===== config.mk =====
export PLATFORM = sky130hd
export DESIGN_NAME = vga_timing_generator
export DESIGN_NICKNAME = d
export VERILOG_FILES = /design/src/rtl/vga_timing_generator.sv
export SDC_FILE = /design/constraint.sdc
export NUM_CORES = 1
export LEC_CHECK = 0
export ABC_AREA = 1
export CAP_MARGIN = 0
export CORE_MARGIN = 5
export CORE_UTILIZATION = 40
export CTS_CLUSTER_SIZE = 20
export DETAILED_ROUTE_END_ITERATION = 10
export GPL_TIMING_DRIVEN = 0
export PLACE_DENSITY_LB_ADDON = 0.08
export REMOVE_ABC_BUFFERS = 1
export SYNTH_ARGS = -nofsm -noshare
export SYNTH_HDL_FRONTEND = slang
export SYNTH_SLANG_ARGS = --single-unit

===== constraint.sdc =====
create_clock -name clock_i -period 1.3 [get_ports clock_i]
set_input_delay 0.195 -clock clock_i [delete_from_list [all_inputs] [get_ports clock_i]]
set_output_delay 0.195 -clock clock_i [all_outputs]
set_load 0.005 [all_outputs]

===== src/rtl/vga_timing_generator.sv =====
// ---------------------------------------------------------------------------
// vga_timing_generator
//
// Purpose:
//   Produces VGA raster timing (default 640x480@60 Hz) from a pixel-rate
//   enable strobe. Horizontal and vertical counters scan the full frame
//   including porches and sync. Active-region coordinates go downstream to
//   the cellular automaton. Sync and blank are delayed by SYNC_DELAY enabled
//   cycles so they line up with the automaton's registered RGB output.
//
// Ports:
//   clock_i          system clock
//   reset_i          asynchronous, active-low reset
//   enable_i         pixel-rate strobe; counters/pipeline advance only when high
//   x_pixel_coord_o  active column, 0 during blanking
//   y_pixel_coord_o  active row, 0 during blanking
//   pixel_valid_o    counters inside the active region (undelayed)
//   frame_start_o    one-clock pulse after the enabled edge that wraps to (0,0)
//   hsync_n_o        horizontal sync, active-low, delayed SYNC_DELAY
//   vsync_n_o        vertical sync, active-low, delayed SYNC_DELAY
//   blank_n_o        high in the active region, delayed SYNC_DELAY
// ---------------------------------------------------------------------------
module vga_timing_generator #(
   parameter int H_ACTIVE   = 640,
   parameter int H_FRONT    = 16,
   parameter int H_SYNC     = 96,
   parameter int H_BACK     = 48,
   parameter int V_ACTIVE   = 480,
   parameter int V_FRONT    = 10,
   parameter int V_SYNC     = 2,
   parameter int V_BACK     = 33,
   parameter int SYNC_DELAY = 1
) (
   input  logic       clock_i,
   input  logic       reset_i,
   input  logic       enable_i,
   output logic [9:0] x_pixel_coord_o,
   output logic [9:0] y_pixel_coord_o,
   output logic       pixel_valid_o,
   output logic       frame_start_o,
   output logic       hsync_n_o,
   output logic       vsync_n_o,
   output logic       blank_n_o
);

   localparam int H_TOTAL = H_ACTIVE + H_FRONT + H_SYNC + H_BACK;
   localparam int V_TOTAL = V_ACTIVE + V_FRONT + V_SYNC + V_BACK;

   localparam logic [9:0] H_LAST     = 10'(H_TOTAL - 1);
   localparam logic [9:0] V_LAST     = 10'(V_TOTAL - 1);
   localparam logic [9:0] H_ACT      = 10'(H_ACTIVE);
   localparam logic [9:0] V_ACT      = 10'(V_ACTIVE);
   localparam logic [9:0] HS_START   = 10'(H_ACTIVE + H_FRONT);
   localparam logic [9:0] HS_END     = 10'(H_ACTIVE + H_FRONT + H_SYNC - 1);
   localparam logic [9:0] VS_START   = 10'(V_ACTIVE + V_FRONT);
   localparam logic [9:0] VS_END     = 10'(V_ACTIVE + V_FRONT + V_SYNC - 1);

   logic [9:0] h_count_q, h_count_d;
   logic [9:0] v_count_q, v_count_d;
   logic       frame_start_q, frame_start_d;
   logic       active;
   logic       hsync_raw_n;
   logic       vsync_raw_n;
   logic       blank_raw_n;

   // Raster counters; frame_start is armed only by the edge that wraps both
   // counters, so leaving reset at (0,0) does not produce a pulse.
   always_comb begin
      h_count_d     = h_count_q;
      v_count_d     = v_count_q;
      frame_start_d = 1'b0;
      if (enable_i) begin
         if (h_count_q == H_LAST) begin
            h_count_d = 10'd0;
            if (v_count_q == V_LAST) begin
               v_count_d     = 10'd0;
               frame_start_d = 1'b1;
            end else begin
               v_count_d = v_count_q + 10'd1;
            end
         end else begin
            h_count_d = h_count_q + 10'd1;
         end
      end
   end

   always_ff @(posedge clock_i or negedge reset_i) begin
      if (!reset_i) begin
         h_count_q     <= 10'd0;
         v_count_q     <= 10'd0;
         frame_start_q <= 1'b0;
      end else begin
         h_count_q     <= h_count_d;
         v_count_q     <= v_count_d;
         frame_start_q <= frame_start_d;
      end
   end

   assign active          = (h_count_q < H_ACT) && (v_count_q < V_ACT);
   assign pixel_valid_o   = active;
   assign x_pixel_coord_o = active ? h_count_q : 10'd0;
   assign y_pixel_coord_o = active ? v_count_q : 10'd0;
   assign frame_start_o   = frame_start_q;

   // Vertical sync depends only on the line number, so it covers whole lines.
   assign hsync_raw_n = !((h_count_q >= HS_START) && (h_count_q <= HS_END));
   assign vsync_raw_n = !((v_count_q >= VS_START) && (v_count_q <= VS_END));
   assign blank_raw_n = active;

   generate
      if (SYNC_DELAY == 0) begin : g_no_delay
         assign hsync_n_o = hsync_raw_n;
         assign vsync_n_o = vsync_raw_n;
         assign blank_n_o = blank_raw_n;
      end else begin : g_delay
         logic [SYNC_DELAY-1:0] hsync_pipe_q, hsync_pipe_d;
         logic [SYNC_DELAY-1:0] vsync_pipe_q, vsync_pipe_d;
         logic [SYNC_DELAY-1:0] blank_pipe_q, blank_pipe_d;

         // Stage 0 takes the raw decode; later stages shift on enabled cycles.
         always_comb begin
            hsync_pipe_d = hsync_pipe_q;
            vsync_pipe_d = vsync_pipe_q;
            blank_pipe_d = blank_pipe_q;
            if (enable_i) begin
               hsync_pipe_d[0] = hsync_raw_n;
               vsync_pipe_d[0] = vsync_raw_n;
               blank_pipe_d[0] = blank_raw_n;
               for (int i = 1; i < SYNC_DELAY; i++) begin
                  hsync_pipe_d[i] = hsync_pipe_q[i-1];
                  vsync_pipe_d[i] = vsync_pipe_q[i-1];
                  blank_pipe_d[i] = blank_pipe_q[i-1];
               end
            end
         end

         always_ff @(posedge clock_i or negedge reset_i) begin
            if (!reset_i) begin
               hsync_pipe_q <= '1;
               vsync_pipe_q <= '1;
               blank_pipe_q <= '0;
            end else begin
               hsync_pipe_q <= hsync_pipe_d;
               vsync_pipe_q <= vsync_pipe_d;
               blank_pipe_q <= blank_pipe_d;
            end
         end

         assign hsync_n_o = hsync_pipe_q[SYNC_DELAY-1];
         assign vsync_n_o = vsync_pipe_q[SYNC_DELAY-1];
         assign blank_n_o = blank_pipe_q[SYNC_DELAY-1];
      end
   endgenerate

endmodule


==> results of run 1 <==
## state kept, by name (all words and copies together), names as in the netlist
register       cells
v_count_q         10
vsync_n_o          1
h_count_q         10
blank_n_o          1
frame_start_o      1
hsync_n_o          1
## power by group
group	internal (mW)	switching, mW
Clock	0.412	0.262
Combinational	1.12	1.37
Sequential	0.906	0.195
Total	2.44	1.83
## final cells by class
| cell class | count | share of cell area [%] |
|---|---|---|
| well taps | 48 | 2.55 |
| inverters | 33 | 5.85 |
| repair buffers | 53 | 17.0 |
| multi-input cells | 157 | 45.5 |
| clock inverters | 1 | 1.28 |
| clock buffers | 3 | 1.76 |
| repair inverters | 1 | 0.266 |
| flip-flops and latches | 24 | 25.8 |
## synthesized netlist by cell type
master	n	area [um^2]
sky130_fd_sc_hd__nor2_2	1	6.26
sky130_fd_sc_hd__nand4_4	1	21.3
sky130_fd_sc_hd__nand3_1	16	80.1
sky130_fd_sc_hd__dfstp_2	2	52.6
sky130_fd_sc_hd__o21ai_1	6	30.0
sky130_fd_sc_hd__xor2_1	4	35.0
sky130_fd_sc_hd__and2_1	1	6.26
sky130_fd_sc_hd__nand4_1	8	50.1
sky130_fd_sc_hd__nor2_1	39	146
sky130_fd_sc_hd__nor3_2	1	10.0
sky130_fd_sc_hd__nand2_1	50	188
sky130_fd_sc_hd__o21a_1	1	7.51
sky130_fd_sc_hd__inv_2	4	15.0
sky130_fd_sc_hd__nor3_1	3	15.0
sky130_fd_sc_hd__conb_1	1	3.75
sky130_fd_sc_hd__xnor2_1	1	8.76
sky130_fd_sc_hd__ha_1	4	50.1
sky130_fd_sc_hd__buf_4	3	22.5
sky130_fd_sc_hd__dfrtp_1	22	551
sky130_fd_sc_hd__a31oi_1	1	6.26
sky130_fd_sc_hd__a21oi_1	1	5.00
sky130_fd_sc_hd__nor4_1	1	6.26
sky130_fd_sc_hd__buf_6	1	11.3
sky130_fd_sc_hd__buf_2	1	5.00
sky130_fd_sc_hd__inv_1	29	109
sky130_fd_sc_hd__o21ai_0	12	60.1
sky130_fd_sc_hd__nor2_4	2	22.5
## what timing repair did
item | 4_1_cts | 5_1_grt
setup buffers | 22 | 6
gates cloned | 3 | 1
setup endpoints to repair | 42 | 42
pin swaps | 25 | 26
gates resized for setup | 139 | 45
## worst paths after layout
path	end	from
min	h_count_q[5]	reset_i
max in group asynchronous	v_count_q[5]	reset_i
min reg2reg	blank_n_o	blank_n_o
max reg2reg	h_count_q[1]	h_count_q[0]
min in group clock_i	blank_n_o	blank_n_o
max	x_pixel_coord_o[0]	h_count_q[9]
## stage by stage
stage               utilization (%)  std cells  hold WS [ns]  setup slack, ns
finish                         63.7        320         0.238           -0.478
global route                   63.7        320         0.326           -0.584
CTS                            58.8        314         0.290           -0.455
detailed placement             48.9        285         0.481           -0.976
global placement               48.9        285         0.474           -0.947
floorplan                         -        211        -0.101           -0.141
## layer usage
metal	track usage, %	vias up
li1	-	798
met1	20.3	756
met2	31.3	36
met3	4.63	10
met4	5.01	0
met5	0	-
## layout by cell type (no fill, tap or decap), types with 4 or more instances in the layout
master	instances
sky130_fd_sc_hd__nand2_1	42
sky130_fd_sc_hd__inv_1	24
sky130_fd_sc_hd__dfrtp_1	20
sky130_fd_sc_hd__buf_2	19
sky130_fd_sc_hd__nor2_1	18
sky130_fd_sc_hd__buf_4	18
sky130_fd_sc_hd__nor2_4	17
sky130_fd_sc_hd__o21ai_1	11
sky130_fd_sc_hd__nand3_1	11
sky130_fd_sc_hd__buf_6	9
sky130_fd_sc_hd__nand4_1	8
sky130_fd_sc_hd__nor2_2	7
sky130_fd_sc_hd__inv_2	6
sky130_fd_sc_hd__nand2_2	5
sky130_fd_sc_hd__o21ai_0	5
sky130_fd_sc_hd__dlygate4sd2_1	5
sky130_fd_sc_hd__nand3_2	4
sky130_fd_sc_hd__xor2_1	4
## critical path, stage by stage (launching register included)
cell and delay (ns):
sky130_fd_sc_hd__dfrtp_1 0.41, sky130_fd_sc_hd__nand2_1 0.08, sky130_fd_sc_hd__inv_2 0.05, sky130_fd_sc_hd__nor3_4 0.21
sky130_fd_sc_hd__buf_6 0.14, sky130_fd_sc_hd__buf_8 0.12, sky130_fd_sc_hd__nand2_8 0.10, sky130_fd_sc_hd__nor2_4 0.09
sky130_fd_sc_hd__buf_2 0.11
## logic make-up after synthesis
family / after synthesis / synth area share, %
adders and majority gates: 4 / 3.28
other: 1 / 0.246
buffers and inverters: 38 / 10.7
and+or+nand+nor: 123 / 36.2
DFF: 24 / 39.6
AOI/OAI and AO/OA: 21 / 7.14
xor gates and xnor gates: 5 / 2.87
==> key figures, run 1 <==
Outcome
  • Status: complete, but fails checks
  • Violations in the final reports: negative setup slack

Synthesis
  • Synth Register Bits: 24
  • Distinct cell type count after synthesis: 27
  • Number of instances in the synthesized netlist: between 200 and 250
  • Mean instance size in the synthesized netlist: 7.06 um^2
  • Synthesized cell area: around 0.0015 mm^2
  • Sequential-to-total area share from yosys stat: 39.6%
  • Count of synthesis-stage warnings from yosys: 0

Timing
  • Worst path setup slack after routing: -0.478 ns
  • Fin. Hold Viols: 0
  • Setup clock skew after layout: a little under 0.008 ns
  • Time the final worst path needs with I/O delays and setup: approximately 1.8 ns
  • Total count of max-transition violations in the final report: 0
  • TNS Setup: -11.29 ns
  • Worst rel slew slack: approximately a quarter
  • Unrepaired setup endpoints after global routing: true
  • Final count of negative-setup-slack endpoints: 37
  • Slew at the pin closest to its max-slew limit: 1.11 ns
  • Period Utilization, post-route: 137%
  • Timing-limited maximum frequency: 562 MHz

GRT
  • Antenna violations before repair: 0
  • Aggregate global routing overflow: 0
  • Total routing resource utilization after global routing: between 15 and 20%
  • Wire length of the first global-routing pass: between 7 and 8 mm
  • Number of global-route vias before repair: between 1500 and 2000
  • Pin count of the biggest net entering global routing: 25

Power
  • Worst-case vdd ir drop: between 800 and 900 uV
  • Reported leakage power: approximately 1.1 nW
  • Overall power consumption: 4.27 mW
  • Total power divided by cell area: roughly 1800 mW/mm^2

Placement
  • Final weighted congestion of routability-driven global placement: between 0.7 and 0.8
  • Hpwl dp: roughly 2.6 mm
  • Buffers added on ports: 26
  • Placement Cell Area: roughly 0.0018 mm^2

Detailed routing
  • DRT Pass-1 Iters: 4
  • Average via count per standard cell: around 5.0
  • Initial DRC count: 82
  • Top routing layer in use: met4
  • Post-route DRC violation count: 0
  • Wire length on met2: roughly 2.4 mm
  • Number of nets with antenna violations after detailed routing: 0
  • Detailed-routing wirelength on met1: about 1.7 mm
  • Routed WL per cell: about 14 um
  • Drt total wl: 4.44 mm
  • Met3 wirelength from detailed routing: between 200 and 250 um
  • Routed via count: 1600

Cells and area
  • Fill cell instance count of the final layout: around 340
  • Register cell area after layout: slightly above 600 um^2
  • # nets final: 280
  • Final standard cell area without fillers: between 0.002 and 0.0025 mm^2
  • Synth-to-layout area growth: 54.3%
  • Area of the multi-input gates: between 0.001 and 0.0015 mm^2
  • Diode count: 0
  • Layout cells sized above 1: 41.5%

Clock network
  • Root cell of the clock tree: sky130_fd_sc_hd__clkbuf_8
  • Deepest level of the CTS H-tree: 1
  • Hold buffer count at cts: 0
  • CTS tree: yes
  • Clock transition at path regs: 0.10 ns
  • Worst-skew pair later-pin latency: 0.27 ns
  • Number of buffers added by the clock tree synthesis step: 3
  • Max clock buf depth: 2
  • Total number of clock tree sinks: 24

Worst setup path
  • Worst-case register-to-register setup slack: -0.22 ns
  • Crit. End Element: output port
  • Data arrival time of the critical path: ~1.6 ns
  • Largest fanout on the critical path: 5
  • Worst endpoint required time: 1.11 ns
  • Critical path startpoint category: flop
  • Kind of critical path: reg2out
  • Cell depth of the worst flop-to-flop path: 7

Job
  • Max cap viols: 0

Floorplan
  • Count of pins on the block boundary: 28
  • # rows: 22
  • Chip Height: slightly above 70 um
  • Area of the placeable core: around 0.0037 mm^2
  • Starting density of the core: 41.3%
  • Die width: around 70 um
  • Die area: between 0.005 and 0.006 mm^2

Hold path
  • Hold crit path type: in2async
Note: power is estimated with default switching activity, not from simulation.
==> run 2, diff against run 1 <==
--- a/config.mk
+++ b/config.mk
@@ -12,7 +12,7 @@
 export CTS_CLUSTER_SIZE = 20
 export DETAILED_ROUTE_END_ITERATION = 10
 export GPL_TIMING_DRIVEN = 0
-export PLACE_DENSITY_LB_ADDON = 0.08
+export PLACE_DENSITY_LB_ADDON = 0.05
 export REMOVE_ABC_BUFFERS = 1
 export SYNTH_ARGS = -nofsm -noshare
 export SYNTH_HDL_FRONTEND = slang
==> run 2 against run 1 <==
  * The run still ends with negative setup slack left
  * Utilization grew 2.5 points
  * Final area grew 3.9%
  * Via count grew 4.1%
  * Combinational power is 3% higher
  * Die area stayed put
  * Clock skew shrank 0.0034 ns
  * Critical path type unchanged
  * Largest power group unchanged
==> key figures, run 2 (synthesis results as in run 1) <==
Timing
  • Timing-limited maximum frequency: ~550 MHz
  • Period Utilization, post-route: 139%
  • Total count of max-transition violations in the final report: 0
  • Time the final worst path needs with I/O delays and setup: roughly 1.8 ns
  • Fin. Hold Viols: 0
  • Final count of negative-setup-slack endpoints: 39
  • Worst rel slew slack: between 20% and 30%
  • Setup clock skew after layout: between 0.004 and 0.005 ns
  • Unrepaired setup endpoints after global routing: true
  • Slew at the pin closest to its max-slew limit: between 1 and 1.5 ns
  • Worst path setup slack after routing: -0.508 ns

Floorplan
  • Die width: roughly 72 um
  • Starting density of the core: just over 40%
  • Area of the placeable core: 0.00369 mm^2
  • # rows: 22
  • Die area: 0.00514 mm^2
  • Count of pins on the block boundary: 28
  • Chip Height: around 72 um

Cells and area
  • Most common cell after layout, fill and taps aside: sky130_fd_sc_hd__nand2_1
  • Diode count: 0
  • Top Registers: h_count_q (10), v_count_q (10)
  • Synth-to-layout area growth: 60.3%
  • Layout cells sized above 1: between 40% and 50%
  • Post-route non-filler standard cell count: roughly 320
  • # nets final: about 280
  • Highest-count cells in the layout ignoring fill and taps: sky130_fd_sc_hd__nand2_1 (39), sky130_fd_sc_hd__inv_1 (22), sky130_fd_sc_hd__nor2_1 (20), sky130_fd_sc_hd__dfrtp_1 (20), sky130_fd_sc_hd__buf_2 (18)

Worst setup path
  • Largest fanout on the critical path: 3
  • Kind of critical path: reg2out
  • Cell repeated most along the worst path: sky130_fd_sc_hd__buf_6
  • Worst endpoint required time: approximately 1.1 ns
  • Crit. End Element: output port
  • Cell depth of the worst setup path: 8
  • Sequence of cells on the critical path: nand2_1 -> inv_2 -> nor3_4 -> nand2_4 -> buf_6 -> buf_6 -> nor2_1 -> buf_2
  • Buf/Inv on CP: 4
  • Critical path startpoint category: flop
  • Delay of the slowest cell on the worst path: approximately 0.41 ns
  • Cell depth of the worst flop-to-flop path: 9
  • Crit-path leading delay family: simple AND/OR/NAND/NOR gates
  • CP max stage cell: sky130_fd_sc_hd__dfrtp_1
  • Data arrival time of the critical path: around 1.6 ns

GRT
  • Routing usage on met3: under 10%
  • Pin count of the biggest net entering global routing: 25
  • Grt met1 use: 20.0%
  • Layer with the highest usage: met2
  • Fraction of met2 tracks used by global routing: between 30% and 40%
  • Wire length of the first global-routing pass: about 7.4 mm
  • Number of global-route vias before repair: about 1600
  • Total routing resource utilization after global routing: roughly 18%
  • Antenna violations before repair: 0
  • Aggregate global routing overflow: 0

Clock network
  • Clock transition at path regs: about 0.1 ns
  • CTS tree: yes
  • Worst-skew pair later-pin latency: 0.27 ns
  • Max clock buf depth: 2
  • Hold buffer count at cts: 0
  • Root cell of the clock tree: sky130_fd_sc_hd__clkbuf_8
  • Deepest level of the CTS H-tree: 1
  • Total number of clock tree sinks: 24
  • Number of buffers added by the clock tree synthesis step: 3

Power
  • Switching power of the nets: roughly 1.9 mW
  • Overall power consumption: 4.36 mW
  • Internal power: between 2 and 3 mW
  • Clk pwr share: about 16%
  • Total power divided by cell area: roughly 1800 mW/mm^2
  • Sequential fraction of design power: between 20% and 30%
  • Reported leakage power: 1.19 nW
  • Switch share: a little over two fifths
  • Portion of total power attributed to combinational logic: 58.7%
  • Worst-case vdd ir drop: slightly above 800 uV

Outcome
  • Status: complete, but fails checks
  • Violations in the final reports: negative setup slack

Detailed routing
  • Routed via count: roughly 1700
  • Routed WL per cell: 14.5 um
  • Average via count per standard cell: between 5 and 6
  • Number of nets with antenna violations after detailed routing: 0
  • Post-route DRC violation count: 0
  • Drt total wl: roughly 4.7 mm
  • DRT Pass-1 Iters: 4
  • Initial DRC count: 86

Job
  • Max cap viols: 0

Hold path
  • Hold crit path type: in2async

Placement
  • Instance count after placement with tap cells included: around 290
  • Final weighted congestion of routability-driven global placement: slightly above 0.8
  • Hpwl dp: approximately 2.6 mm
  • Minimum setup slack after placement: -0.940 ns
  • Buffers added on ports: 26
[run 2: changes by cell type in the layout (fill, tap and decap cells not counted), moves of 3 or more]
cell                      before  now
sky130_fd_sc_hd__nand2_4       3    6
sky130_fd_sc_hd__o21ai_2       2    6
sky130_fd_sc_hd__nand2_1      42   39
sky130_fd_sc_hd__nor2_4       17   14
sky130_fd_sc_hd__buf_6         9   17
sky130_fd_sc_hd__o21ai_1      11    8
[run 2: final cells by class]
| class | count | area [um^2] |
|---|---|---|
| Fill cell | 327 | 1240 |
| Multi-Input combinational cell | 157 | 1090 |
| Sequential cell | 24 | 606 |
| Timing Repair Buffer | 57 | 460 |
| Inverter | 33 | 145 |
| Tap cell | 48 | 60.1 |
| Clock buffer | 3 | 41.3 |
| Clock inverter | 1 | 30.0 |
| Timing Repair inverter | 1 | 8.76 |
[run 2: stage by stage]
stage / utilization [%] / hold WS [ns] / cell area [um^2] / TNS [ns]
floorplan: - / -0.101 / 1490 / -2.12
global placement: 48.9 / 0.477 / 1810 / -34.08
detailed placement: 48.9 / 0.481 / 1810 / -32.87
CTS: 60.4 / 0.282 / 2230 / -11.84
global route: 66.2 / 0.338 / 2440 / -15.02
finish: 66.2 / 0.255 / 2440 / -11.43
[run 2: what timing repair did]
action	CTS	global route
gates cloned	4	1
setup endpoints to repair	40	43
pin swaps	18	23
gates resized for setup	142	67
setup buffers	28	9
[run 2: path summary, 6_finish.rpt]
| path | to | slack, ns | start |
|---|---|---|---|
| max in group asynchronous | v_count_q[0] | 0.27 | reset_i |
| hold reg to reg | vsync_n_o | 0.50 | vsync_n_o |
| min in group clock_i | h_count_q[1] | 0.40 | enable_i |
| hold / removal | h_count_q[5] | 0.26 | reset_i |
| setup reg to reg | v_count_q[3] | -0.20 | h_count_q[1] |
| setup / recovery | y_pixel_coord_o[3] | -0.51 | h_count_q[8] |
[run 2: metal layers]
layer,vias to the layer above,wire (um)
li1,808,-
met1,801,1850
met2,46,2550
met3,10,213
met4,0,87
met5,-,0
[run 2: power groups by stage]
stage | Sequential [mW] | Combinational [mW] | Clock (mW)
global route | 1.15 | 2.80 | 0.732
detailed placement | 1.11 | 1.66 | 0
floorplan | 1.06 | 0.795 | 0
CTS | 1.08 | 2.23 | 0.694
finish | 1.12 | 2.56 | 0.682
global placement | 1.11 | 1.66 | 0
==> run 3, diff against run 2 <==
--- a/config.mk
+++ b/config.mk
@@ -17,3 +17,4 @@
 export SYNTH_ARGS = -nofsm -noshare
 export SYNTH_HDL_FRONTEND = slang
 export SYNTH_SLANG_ARGS = --single-unit
+export TNS_END_PERCENT = 30
==> run 3 against run 2 <==
  * First-iteration DRC count up 10%
  * Critical path type unchanged
  * Global-route usage down 1.2 points
  * The run still ends with negative setup slack left
  * Critical endpoint is now x_pixel_coord_o[2]
  * Clock skew down 0.00070 ns
  * Die area unchanged
==> key figures, run 3 (synthesis results as in run 1) <==
Clock network
  • Hold buffer count at cts: 0
  • Number of buffers added by the clock tree synthesis step: 3
  • Clock transition at path regs: about 0.1 ns
  • CTS tree: yes
  • Root cell of the clock tree: sky130_fd_sc_hd__clkbuf_8
  • Max clock buf depth: 2
  • Worst-skew pair later-pin latency: approximately 0.27 ns
  • Total number of clock tree sinks: 24
  • Deepest level of the CTS H-tree: 1

Detailed routing
  • Routed via count: roughly 1600
  • Average via count per standard cell: 5.04
  • Drt total wl: 4.22 mm
  • Post-route DRC violation count: 0
  • Number of nets with antenna violations after detailed routing: 0
  • DRT Pass-1 Iters: 5
  • Routed WL per cell: roughly 14 um
  • Initial DRC count: 95

GRT
  • Number of global-route vias before repair: roughly 1500
  • Wire length of the first global-routing pass: between 6 and 7 mm
  • Pin count of the biggest net entering global routing: 25
  • Total routing resource utilization after global routing: between 15 and 20%
  • Antenna violations before repair: 0
  • Aggregate global routing overflow: 0

Cells and area
  • Most common cell after layout, fill and taps aside: sky130_fd_sc_hd__nand2_1
  • Diode count: 0
  • Top Registers: h_count_q (10), v_count_q (10)
  • Highest-count cells in the layout ignoring fill and taps: sky130_fd_sc_hd__nand2_1 (47), sky130_fd_sc_hd__inv_1 (25), sky130_fd_sc_hd__nor2_1 (24)
  • Final standard cell area without fillers: approximately 0.0021 mm^2
  • Layout cells sized above 1: ~32%
  • Finished Core Util: a little under three fifths
  • # nets final: 270
  • Synth-to-layout area growth: 38.1%

Timing
  • Fin. Hold Viols: 0
  • Period Utilization, post-route: 136%
  • Time the final worst path needs with I/O delays and setup: 1.77 ns
  • Worst rel slew slack: about a quarter
  • Unrepaired setup endpoints after global routing: true
  • Timing-limited maximum frequency: between 500 and 600 MHz
  • Final count of negative-setup-slack endpoints: 34
  • Hold WS: between 0.2 and 0.3 ns
  • Setup clock skew after layout: about 0.0036 ns
  • Slew at the pin closest to its max-slew limit: around 1.1 ns
  • Total count of max-transition violations in the final report: 0
  • Worst path setup slack after routing: -0.471 ns

Worst setup path
  • Worst endpoint required time: ~1.1 ns
  • Kind of critical path: reg2out
  • Data arrival time of the critical path: between 1.5 and 2 ns
  • Crit. End Element: output port
  • Critical path startpoint category: flop
  • Largest fanout on the critical path: 5

Placement
  • Buffers added on ports: 26
  • Placement Cell Area: ~0.0018 mm^2
  • Final weighted congestion of routability-driven global placement: 0.816
  • Hpwl dp: 2.60 mm

Job
  • Max cap viols: 0

Power
  • Overall power consumption: about 4 mW
  • Total power divided by cell area: around 1900 mW/mm^2
  • Worst-case vdd ir drop: about 800 uV
  • Reported leakage power: ~1.1 nW

Floorplan
  • Chip Height: 71.7 um
  • Area of the placeable core: 0.00369 mm^2
  • Starting density of the core: about two fifths
  • Die area: approximately 0.0051 mm^2
  • Die width: roughly 72 um
  • Count of pins on the block boundary: 28
  • # rows: 22

Hold path
  • Hold crit path type: in2async

Outcome
  • Violations in the final reports: negative setup slack
  • Status: complete, but fails checks
run 3: cell count changes in the layout (fill, tap and decap cells not counted), moves of 3 or more:
cell / delta
sky130_fd_sc_hd__buf_4: -4
sky130_fd_sc_hd__buf_6: -11
sky130_fd_sc_hd__inv_1: +3
sky130_fd_sc_hd__nand2_1: +8
sky130_fd_sc_hd__nand2_2: -4
sky130_fd_sc_hd__nand2_4: -4
sky130_fd_sc_hd__nand3_1: +5
sky130_fd_sc_hd__nand3_2: -3
sky130_fd_sc_hd__nor2_1: +4
sky130_fd_sc_hd__nor2_2: +5
sky130_fd_sc_hd__nor2_4: -9
sky130_fd_sc_hd__o21ai_0: +7
sky130_fd_sc_hd__o21ai_2: -6
run 3: path summary, 6_finish.rpt:
kind	startpoint	to	slack [ns]	cells after the start
worst max-delay path	h_count_q[8]	x_pixel_coord_o[2]	-0.47	7
worst min-delay path	reset_i	h_count_q[5]	0.26	1
worst max register to register	h_count_q[1]	v_count_q[2]	-0.25	8
worst min register to register	hsync_n_o	hsync_n_o	0.49	2
max in group asynchronous	reset_i	v_count_q[0]	0.28	1
min in group clock_i	enable_i	hsync_n_o	0.27	3
run 3: report_power, final:
part           total, mW  leakage (nW)  internal (mW)  switching [mW]
clock network      0.686        0.0357          0.412           0.274
logic               2.21         0.759           1.03            1.18
registers           1.10         0.278          0.906           0.192
total               4.00          1.07           2.34            1.65
run 3: layout make-up:
| cell class | count | area, um^2 |
|---|---|---|
| clock buffers | 3 | 41.3 |
| clock inverters | 1 | 30.0 |
| fillers | 372 | 1580 |
| inverters | 33 | 129 |
| multi-input cells | 157 | 928 |
| flip-flops and latches | 24 | 606 |
| well taps | 48 | 60.1 |
| repair buffers | 44 | 310 |
run 3: repair_timing:
item                       CTS  global route
resized for setup          124            16
pin swaps                   16             6
cloned                       3             0
buffers inserted            18             2
setup endpoints to repair   40            43
run 3: routing by layer:
| metal | up-vias | track usage [%] | part of all wire (%) |
|---|---|---|---|
| met5 | - | 0 | 0 |
| met2 | 36 | 31.5 | 52 |
| met1 | 744 | 19.8 | 43 |
| met3 | 6 | 3.65 | 4.1 |
| met4 | 0 | 3.76 | 1.4 |
| li1 | 775 | - | - |
run 3: per-stage QoR:
| stage | cells | setup WS, ns | setup TNS [ns] |
|---|---|---|---|
| 6_report | 310 | -0.471 | -10.98 |
| 5_1_grt | 310 | -0.620 | -15.53 |
| 4_1_cts | 310 | -0.500 | -11.58 |
| 3_5_place_dp | 285 | -0.940 | -32.87 |
| 3_3_place_gp | 285 | -0.967 | -34.08 |
| 2_1_floorplan | 211 | -0.141 | -2.12 |
run 3: critical path, cell delays in order (launching register included):
cell,delay (ns)
sky130_fd_sc_hd__dfrtp_1,0.41
sky130_fd_sc_hd__nand2_1,0.09
sky130_fd_sc_hd__inv_2,0.05
sky130_fd_sc_hd__nor3_4,0.24
sky130_fd_sc_hd__buf_4,0.23
sky130_fd_sc_hd__nand2_8,0.08
sky130_fd_sc_hd__nor2_2,0.10
sky130_fd_sc_hd__buf_2,0.11
